==> src/rtl/keypad_scanner.sv <==
// keypad_scanner
//
// Scans a 4x4 keypad matrix by driving one column at a time and sampling
// the row lines that come back. Each column is driven for SETTLE_CYCLES
// before the rows are looked at.
//
// When a row is seen high, the scanner stops on that column. It accepts the
// press only after DEBOUNCE_CYCLES consecutive high cycles on that row, and
// then emits a single key_valid pulse with the encoded key. It then keeps
// the column parked until the release has been stable for DEBOUNCE_CYCLES.
// After that, scanning resumes on the next column.
//
// Parameters:
//   SETTLE_CYCLES   cycles each column is driven before rows are sampled (>= 1,
//                   >= 3 when KEYPAD_SYNC_EN is defined)
//   DEBOUNCE_CYCLES consecutive stable cycles to accept a press or a release (>= 1)
//
// Ports:
//   clk        system clock
//   nrst       synchronous active-low reset
//   row[3:0]   raw row lines, 1 = pressed key connects the driven column
//   col[3:0]   one-hot active-high column drive
//   key_code   {row_idx, col_idx} of the last accepted key
//   key_valid  one-cycle pulse per accepted key
//   key_held   high from acceptance until the release is debounced
//
// Build option:
//   KEYPAD_SYNC_EN  when defined, the rows pass through a 2-flop synchronizer
//                   before the state machine sees them (2 cycles of lag).
//                   When undefined, the rows are used directly.

module keypad_scanner #(
  parameter int SETTLE_CYCLES   = 4,
  parameter int DEBOUNCE_CYCLES = 60
) (
  input  logic       clk,
  input  logic       nrst,
  input  logic [3:0] row,
  output logic [3:0] col,
  output logic [3:0] key_code,
  output logic       key_valid,
  output logic       key_held
);

  localparam int MAX_CYCLES = (SETTLE_CYCLES > DEBOUNCE_CYCLES) ? SETTLE_CYCLES
                                                                 : DEBOUNCE_CYCLES;
  localparam int CNT_W = $clog2(MAX_CYCLES + 1);

  localparam logic [CNT_W-1:0] SETTLE_LAST   = CNT_W'(SETTLE_CYCLES - 1);
  localparam logic [CNT_W-1:0] DEBOUNCE_LAST = CNT_W'(DEBOUNCE_CYCLES - 1);

  localparam logic [1:0] ST_SCAN     = 2'd0;
  localparam logic [1:0] ST_DEBOUNCE = 2'd1;
  localparam logic [1:0] ST_PRESSED  = 2'd2;
  localparam logic [1:0] ST_HOLD     = 2'd3;

  logic [3:0]       row_s;
  logic [1:0]       state_q, state_d;
  logic [CNT_W-1:0] cnt_q, cnt_d;
  logic [3:0]       col_q, col_d;
  logic [1:0]       col_idx_q, col_idx_d;
  logic [1:0]       row_idx_q, row_idx_d;
  logic [3:0]       key_code_q, key_code_d;
  logic             key_valid_q, key_valid_d;
  logic             key_held_q, key_held_d;
  logic [1:0]       lowest_row;
  logic             tracked_row;

`ifdef KEYPAD_SYNC_EN
  // Two-stage synchronizer on the raw pins.
  // Because of it, the first two samples after a column change still
  // show the previous column.
  logic [3:0] sync1_q, sync1_d;
  logic [3:0] sync2_q, sync2_d;

  always_comb begin
    sync1_d = row;
    sync2_d = sync1_q;
  end

  always_ff @(posedge clk) begin
    if (!nrst) begin
      sync1_q <= 4'b0000;
      sync2_q <= 4'b0000;
    end else begin
      sync1_q <= sync1_d;
      sync2_q <= sync2_d;
    end
  end

  assign row_s = sync2_q;
`else
  assign row_s = row;
`endif

  // Lowest-index row wins when several keys on one column are down.
  always_comb begin
    lowest_row = 2'd0;
    if (row_s[0]) begin
      lowest_row = 2'd0;
    end else if (row_s[1]) begin
      lowest_row = 2'd1;
    end else if (row_s[2]) begin
      lowest_row = 2'd2;
    end else if (row_s[3]) begin
      lowest_row = 2'd3;
    end
  end

  // Once a row is latched, only that row matters; other rows are ignored.
  assign tracked_row = row_s[row_idx_q];

  always_comb begin
    state_d     = state_q;
    cnt_d       = cnt_q;
    col_d       = col_q;
    col_idx_d   = col_idx_q;
    row_idx_d   = row_idx_q;
    key_code_d  = key_code_q;
    key_valid_d = 1'b0;
    key_held_d  = key_held_q;

    case (state_q)
      ST_SCAN: begin
        if (cnt_q == SETTLE_LAST) begin
          // The counter restarts for every new column, not only on state changes.
          cnt_d = '0;
          if (row_s == 4'b0000) begin
            col_d     = {col_q[2:0], col_q[3]};
            col_idx_d = col_idx_q + 2'd1;
          end else begin
            row_idx_d = lowest_row;
            state_d   = ST_DEBOUNCE;
          end
        end else begin
          cnt_d = cnt_q + 1'b1;
        end
      end

      ST_DEBOUNCE: begin
        if (!tracked_row) begin
          // Bounce: give up on this press and rescan the same column.
          state_d = ST_SCAN;
          cnt_d   = '0;
        end else if (cnt_q == DEBOUNCE_LAST) begin
          // key_valid, key_code and key_held are all registered here.
          // This makes them visible during the single PRESSED cycle.
          state_d     = ST_PRESSED;
          cnt_d       = '0;
          key_valid_d = 1'b1;
          key_code_d  = {row_idx_q, col_idx_q};
          key_held_d  = 1'b1;
        end else begin
          cnt_d = cnt_q + 1'b1;
        end
      end

      ST_PRESSED: begin
        state_d = ST_HOLD;
        cnt_d   = '0;
      end

      ST_HOLD: begin
        // Any cycle where the row is still pressed restarts the release count.
        if (tracked_row) begin
          cnt_d = '0;
        end else if (cnt_q == DEBOUNCE_LAST) begin
          state_d    = ST_SCAN;
          cnt_d      = '0;
          key_held_d = 1'b0;
          col_d      = {col_q[2:0], col_q[3]};
          col_idx_d  = col_idx_q + 2'd1;
        end else begin
          cnt_d = cnt_q + 1'b1;
        end
      end

      default: begin
        state_d = ST_SCAN;
        cnt_d   = '0;
      end
    endcase
  end

  always_ff @(posedge clk) begin
    if (!nrst) begin
      state_q     <= ST_SCAN;
      cnt_q       <= '0;
      col_q       <= 4'b0001;
      col_idx_q   <= 2'd0;
      row_idx_q   <= 2'd0;
      key_code_q  <= 4'd0;
      key_valid_q <= 1'b0;
      key_held_q  <= 1'b0;
    end else begin
      state_q     <= state_d;
      cnt_q       <= cnt_d;
      col_q       <= col_d;
      col_idx_q   <= col_idx_d;
      row_idx_q   <= row_idx_d;
      key_code_q  <= key_code_d;
      key_valid_q <= key_valid_d;
      key_held_q  <= key_held_d;
    end
  end

  assign col       = col_q;
  assign key_code  = key_code_q;
  assign key_valid = key_valid_q;
  assign key_held  = key_held_q;

endmodule
==> config.mk <==
export PLATFORM = sky130hd
export DESIGN_NAME = keypad_scanner
export DESIGN_NICKNAME = d
export VERILOG_FILES = /design/src/rtl/keypad_scanner.sv
export SDC_FILE = /design/constraint.sdc
export NUM_CORES = 1
export LEC_CHECK = 0
export ABC_AREA = 1
export BUFFER_PORTS_ARGS = -buffer_cell sky130_fd_sc_hd__clkbuf_2
export CORE_AREA = 5 5 48 82
export CTS_CLUSTER_SIZE = 8
export DETAILED_ROUTE_END_ITERATION = 7
export DIE_AREA = 0 0 53 87
export PLACE_DENSITY_LB_ADDON = 0.2
export SYNTH_ARGS = -nofsm -noshare
export SYNTH_HDL_FRONTEND = slang
export SYNTH_SLANG_ARGS = --single-unit
==> constraint.sdc <==
create_clock -name clk -period 1.9 [get_ports clk]
set_input_delay 0.095 -clock clk [delete_from_list [all_inputs] [get_ports clk]]
set_output_delay 0.095 -clock clk [all_outputs]
set_load 0.01 [all_outputs]
==> impl_results.md, run 1 <==
- Global route overflow: 0
- Number of top-level pins: 16
- Met3 WL post-DR: 47 microns
- Total number of nets in the final design: ~170
- Xor and xnor fraction of the mapped netlist area: 4.108%
- Postcts setup bufs: 0
- Number of placed cells counting well taps: between 200 and 250
- Count of unique library cells instantiated by Yosys: 22
- Number of buffers created by CTS: 3
- Final Max Tran Viols: 0
- Die span in x: about 53 microns
- Height of the die: about 87 microns
- Routed wire per std cell: around 11 microns
- Reported max-cap violation count: 0
- Min-delay worst type: in2reg
- CTS tree: built
- Dominant combinational cell family by area after synthesis: simple AND/OR/NAND/NOR gates
- Placed cell areas: about 1200 sq um
- Cells on worst reg2reg path: 10
- Buffer type at the clock tree root: clkbuf_8
- Skew-Pair Late Insertion Delay: roughly 0.26 ns
- Peak supply drop: 495.0 uV
- Type of the worst setup path: reg2reg
- DRC: 0
- Predominant post-synthesis flop cell: dfxtp_1
- Number of global-route vias before repair: 995
- Worst Max-Slew Pin Slew: about 0.40 ns
- Post-Layout Inst Area: 1247 sq um
- Buffers from clock root to sink, at most: 2
- Global-route wire length before repair: around 4.1 mm
- Net switching power of the design: between 0.4 and 0.5 mW
- Portion of the post-synthesis area used by sequential elements: approximately 41%
- Aggregate negative setup slack: 0 ns
- Worst-path clk slew: 0.08 ns
- Final period utilization: between 80% and 90%
- Non-Filler Instances: 209
- Sw Share: 33.40%
- Cell at the slowest stage of the critical path: dfxtp_1
- Number of nets with antenna violations after routing: 0
- Share of synthesized area spent on multiplexers: 0%
- Required time of the critical path: ~2.0 ns
- Syn avg cell area: 7.302 sq um
- Proportion of power drawn by the clock network: 27.2%
- Placement Rows: 28
- CP endpoint kind: flip-flop
- Final estimated routing congestion in global placement: around 0.81
- Via count of the routed design: 940
- Diodes inserted: 0
- Terminus of the critical flop-to-flop path: col[0]
- Overall power consumption: between 1 and 1.5 mW
- Total Routing Usage GR: 11.81%
- Async S/R FF share, synth: 0%
- Commonest non-fill, non-tap cells in the layout: 29 x nand2_1, 22 x dfxtp_1, 15 x inv_1, 15 x nand3_1, 15 x clkbuf_2
- Buffers on Ports: 15
- Die footprint: 4611 sq um
- Top Family by Delay on Critical Path: simple AND/OR/NAND/NOR gates
- Max FO, Critical Path: 7
- Number of flops mapped to enable cells by yosys: 0
- Half-perimeter wire length after detailed placement: 1.917 mm
- Worst Setup SP: cnt_q[0]
- Number of failing hold endpoints at the final stage: 0
- Status: completed
- Area of the mapped netlist: between 1000 and 1500 sq um
- Arithmetic-cell share of the synthesized area counting full adders, half adders and majority gates: 1.174%
- Highest routed layer: met4
- Critical Path, Cell by Cell: ha_1, inv_2, nor2_2, nand3_2, nand2_1, nand2_2, nor2_4, nand2_2, nand2_1, nand3_1
- Number of hold buffers added after CTS: 0
- Clk sink count: 22
- Ratio of cells with drive above 1 in the final layout: a little under a quarter
- Number of buffers and inverters on the critical path: 1
- Maximum clock frequency: ~630 MHz
- Slew HR: between 70 and 80%
- Number of flip-flops and latches in the synthesized netlist: 22
- Signed area change from the synthesized netlist to the final layout: 17.02%
- Deepest level of the CTS H-tree: 1
- Reg2Reg Launch Point: cnt_q[0]
- Number of warnings issued by yosys: 0
- Worst reg2reg setup slack: just over 0.3 ns
- Pwr/cell area: roughly 960 nW/um^2
- Wire length after detailed routing: between 2 and 2.5 mm
- Placeable core region: ~3300 sq um
- Largest net degree at the start of global routing: 17
- Initial antenna violation count: 0
- Fraction of the core area covered by cells at the end of the flow: a little under two fifths
- Pint: approximately 0.8 mW
- Part of the total power dissipated in sequential elements: a little under half
- CP max stage delay: between 0.3 and 0.4 ns
- Combinational Power Share: 26.8%
- Via-to-Cell Ratio: roughly 4.5
- Unrepaired setup endpoints after global routing: false
- First-pass DRT Iterations: 4
- Post-Syn Instances: about 150
- Resize count post-CTS: 0
- Period minus WS final: between 1.5 and 2 ns
- Leakage power figure: between 0.5 and 0.6 nW
- Setup skew after layout: roughly 0.0032 ns
- Drt initial violations: 14
- Final setup vio count: 0
- Arrival time at the worst endpoint: roughly 1.7 ns
- Synthesized Nets: around 150
- Critical path endpoint: col[0]
- Area fraction in compound gates after synthesis: about a tenth
- Met2 wire length: 1.400 mm
- Fraction of the mapped netlist area in simple logic gates: between 30% and 40%
- Path length in cells of the critical path: 10
- Sum of routed wire segments on met1: approximately 840 microns
- Type of element launching the critical path: flip-flop
- Initial core utilization: between 30% and 40%
- Most common cell after layout, fill and taps aside: nand2_1
-- power by group through the flow --
stage | Sequential [mW] | Combinational, mW | Clock, mW
2_1_floorplan | 0.554 | 0.263 | 0
3_3_place_gp | 0.562 | 0.326 | 0
3_5_place_dp | 0.564 | 0.328 | 0
4_1_cts | 0.554 | 0.329 | 0.345
5_1_grt | 0.559 | 0.375 | 0.357
6_report | 0.554 | 0.322 | 0.327
-- layout make-up --
class / instances / area [sq um]
clock buffers: 4 / 55.05
multi-input cells: 100 / 534.3
fillers: 354 / 2011
repair buffers: 15 / 75.07
flip-flops and latches: 22 / 440.4
inverters: 23 / 86.33
well taps: 45 / 56.30
-- tightest hold or removal path: cells and delay by family --
family / cells / cell delay [ns]
buffers and inverters: 1 / 0.10
AO/OA/AOI/OAI: 1 / 0.06
AND/OR/NAND/NOR: 2 / 0.14
-- registers in the layout, summed over array words and instances (netlist names), named ones only --
register / cells
row_idx_q: 2
col: 4
col_idx_q: 2
key_code: 4
cnt_q: 6
key_held: 1
state_q: 1
key_valid: 1
-- synthesized netlist by cell type (2+ instances only) --
cell type,number,area [sq um]
o21ai_1,6,30.03
nand3_2,4,40.04
nand3_1,15,75.07
dfxtp_1,22,440.4
clkinv_1,2,7.510
nand2_2,4,25.02
xor2_1,3,26.28
inv_1,15,56.30
nand2_1,29,108.9
xnor2_1,2,17.52
nor2_1,12,45.04
nor2_4,2,22.52
a21oi_1,14,70.07
inv_2,6,22.52
nor2_2,3,18.77
-- through the flow --
step	hold WS, ns	setup slack (ns)
after global routing	0.1991	0.1270
after CTS	0.1657	0.2882
after floorplan	0.2056	0.4738
final	0.1771	0.3026
after detailed placement	0.4473	0.3040
after global placement	0.4409	0.3371
-- layer usage --
metal  vias up  GRT usage, %
met5         -             0
met3         2         2.573
met2         8         23.53
met4         0         4.419
li1        500             -
met1       430         10.89
-- cells by family (layout without fill, tap and decap cells) --
kind of cell	after synthesis	count (layout)
adders and majority gates	1	1
AOI/OAI and AO/OA	22	22
buffers and inverters	24	42
xor gates and xnor gates	5	5
and+or+nand+nor	72	72
DFF	22	22
-- how the worst min path moves through the flow --
stage	start	endpoint	slack, ns	cells past startpoint
after global placement	row[1]	row_idx_q[1]	0.44	4
after detailed placement	row[0]	row_idx_q[1]	0.45	4
after floorplan	nrst	key_valid	0.21	2
after CTS	row[0]	row_idx_q[1]	0.17	4
final	row[0]	row_idx_q[1]	0.18	4
after global routing	row[0]	row_idx_q[1]	0.20	4
Power figures use the tool's default switching activity.
==> inputs of run 2 (changes only) <==
- clock period: 1.9 -> 1.3 ns (I/O delays scaled with it)
==> run 2 against run 1 <==
Sequential power increased by 51%. The flow now finishes with violations (negative setup slack). Clock power rose by 97%. Combinational power grew to 2.8 times the previous value. Critical path type unchanged. Maximum frequency rose by 8.0%. Largest cell class unchanged.
==> impl_results.md, run 2 (synthesis results as in run 1) <==
- Type of element launching the critical path: flip-flop
- Overall power consumption: between 2 and 2.5 mW
- Number of top-level pins: 16
- Height of the die: approximately 87 microns
- Required time of the critical path: approximately 1.5 ns
- Type of the worst setup path: reg2reg
- Area of the multi-input gates: slightly below 700 sq um
- Violations in the final reports: negative setup slack
- Initial antenna violation count: 0
- Number of hold buffers added after CTS: 0
- Number of flip-flops under the largest register name: 6
- Commonest non-fill, non-tap cells in the layout: 18 x nand2_1, 18 x buf_4, 17 x dfxtp_1
- Setup skew after layout: about 0.0051 ns
- Die span in x: around 53 microns
- Via-to-Cell Ratio: ~4.6
- CP endpoint kind: flip-flop
- Routed wire per std cell: roughly 12 microns
- Area taken by flip-flops and latches: roughly 450 sq um
- Register with the most flip-flops: cnt_q
- Deepest level of the CTS H-tree: 1
- Buffer type at the clock tree root: clkbuf_8
- Worst Slack Setup Final: -0.1786 ns
- Final Max Tran Viols: 0
- Total number of nets in the final design: between 150 and 200
- Final estimated routing congestion in global placement: around 0.75
- CTS tree: built
- Min-delay worst type: in2reg
- Final period utilization: 113.7%
- Signed area change from the synthesized netlist to the final layout: 50.00%
- Top Family by Delay on Critical Path: simple AND/OR/NAND/NOR gates
- Unrepaired setup endpoints after global routing: true
- Placement Rows: 28
- Status: finished with violations
- Placed cell areas: around 1300 sq um
- Drt initial violations: 27
- Placeable core region: 3258 sq um
- Post-Layout Inst Area: 1599 sq um
- Cell with the most instances on the worst path: nand2_2
- Sw Share: 33.25%
- Critical Path, Cell by Cell: ha_4, inv_2, nor2_4, nand3_2, nand2_2, nand2_2, nor2_4, nand2_4, nand2_2, nand3_2
- Skew-Pair Late Insertion Delay: 0.27 ns
- Total Routing Usage GR: between 10% and 20%
- DRC: 0
- Global route overflow: 0
- Largest net degree at the start of global routing: 17
- Half-perimeter wire length after detailed placement: a little under 2 mm
- Reported max-cap violation count: 0
- Pwr/cell area: approximately 1500 nW/um^2
- Proportion of power drawn by the clock network: between 20% and 30%
- First-pass DRT Iterations: 4
- Part of the total power dissipated in sequential elements: 35.4%
- Clk sink count: 22
- Worst Max-Slew Pin Slew: about 0.39 ns
- Number of buffers and inverters on the critical path: 1
- Worst-path clk slew: ~0.080 ns
- Net switching power of the design: slightly below 0.8 mW
- Peak supply drop: 1029 uV
- Number of global-route vias before repair: 1,054
- Initial core utilization: between 30% and 40%
- Via count of the routed design: between 1,000 and 1,500
- Pint: ~1.6 mW
- Number of failing hold endpoints at the final stage: 0
- Diodes inserted: 0
- Global-route wire length before repair: 4.505 mm
- Buffers from clock root to sink, at most: 2
- Maximum clock frequency: around 680 MHz
- Slew HR: between 70% and 80%
- Final setup vio count: 19
- Wire length after detailed routing: 2.771 mm
- Combinational Power Share: roughly 37%
- CP max stage delay: ~0.36 ns
- Arrival time at the worst endpoint: about 1.6 ns
- Die footprint: about 4600 sq um
- Ratio of cells with drive above 1 in the final layout: 49.19%
- Number of buffers created by CTS: 3
- Period minus WS final: 1.479 ns
- FILL cells: roughly 310
- Max FO, Critical Path: 7
- Number of nets with antenna violations after routing: 0
- Leakage power figure: ~0.7 nW
- Cell at the slowest stage of the critical path: dfxtp_2
- Buffers on Ports: 15
==> run 2: repair_timing <==
item,CTS,global route
buffers inserted,1,5
gates resized for setup,15,26
setup endpoints to repair,21,22
pin swaps,12,13
==> run 2: tightest hold or removal path: stages <==
cell and delay (ns):
clkbuf_2 0.10, nor2_1 0.06, nand3b_1 0.08, a21oi_1 0.06
==> run 2: area by class of cell <==
cell class,count,area share [%]
clock buffers,3,2.582
flip-flops and latches,22,27.93
repair buffers,36,15.81
clock inverters,1,1.878
well taps,45,3.521
inverters,23,5.556
multi-input cells,100,42.72
==> run 2: power groups by stage <==
stage	registers, mW	clock network, mW	logic [mW]
finish	0.837	0.644	0.886
global route	0.845	0.685	0.968
CTS	0.827	0.662	0.756
detailed placement	0.834	0	0.707
global placement	0.829	0	0.697
floorplan	0.831	0	0.399
==> run 2: through the flow <==
step	setup slack [ns]	std cells	hold WS (ns)	utilization [%]	TNS, ns
5_1_grt	-0.2731	230	0.1695	49.08	-3.383
3_5_place_dp	-0.2360	221	0.4243	41.21	-2.925
6_report	-0.1786	230	0.1307	49.08	-1.753
2_1_floorplan	-0.1072	146	0.1756	-	-0.8395
3_3_place_gp	-0.2093	221	0.4146	41.21	-2.498
4_1_cts	-0.1303	226	0.1362	45.43	-1.535
==> run 2: per-layer routing <==
| metal | global-route usage, % | part of all wire, % | vias to the layer above |
|---|---|---|---|
| met2 | 24.89 | 60 | 9 |
| met3 | 2.401 | 2.3 | 5 |
| met1 | 12.78 | 35 | 502 |
| li1 | - | - | 545 |
| met4 | 7.442 | 2.2 | 0 |
| met5 | 0 | 0 | - |
==> run 2: path summary, 6_finish.rpt <==
check	startpoint	end	slack (ns)	cells past startpoint
worst max register to register	cnt_q[0]	col[0]	-0.18	10
worst max-delay path	cnt_q[0]	col[0]	-0.18	10
worst min register to register	key_held	key_held	0.48	2
worst min-delay path	row[1]	row_idx_q[1]	0.13	4
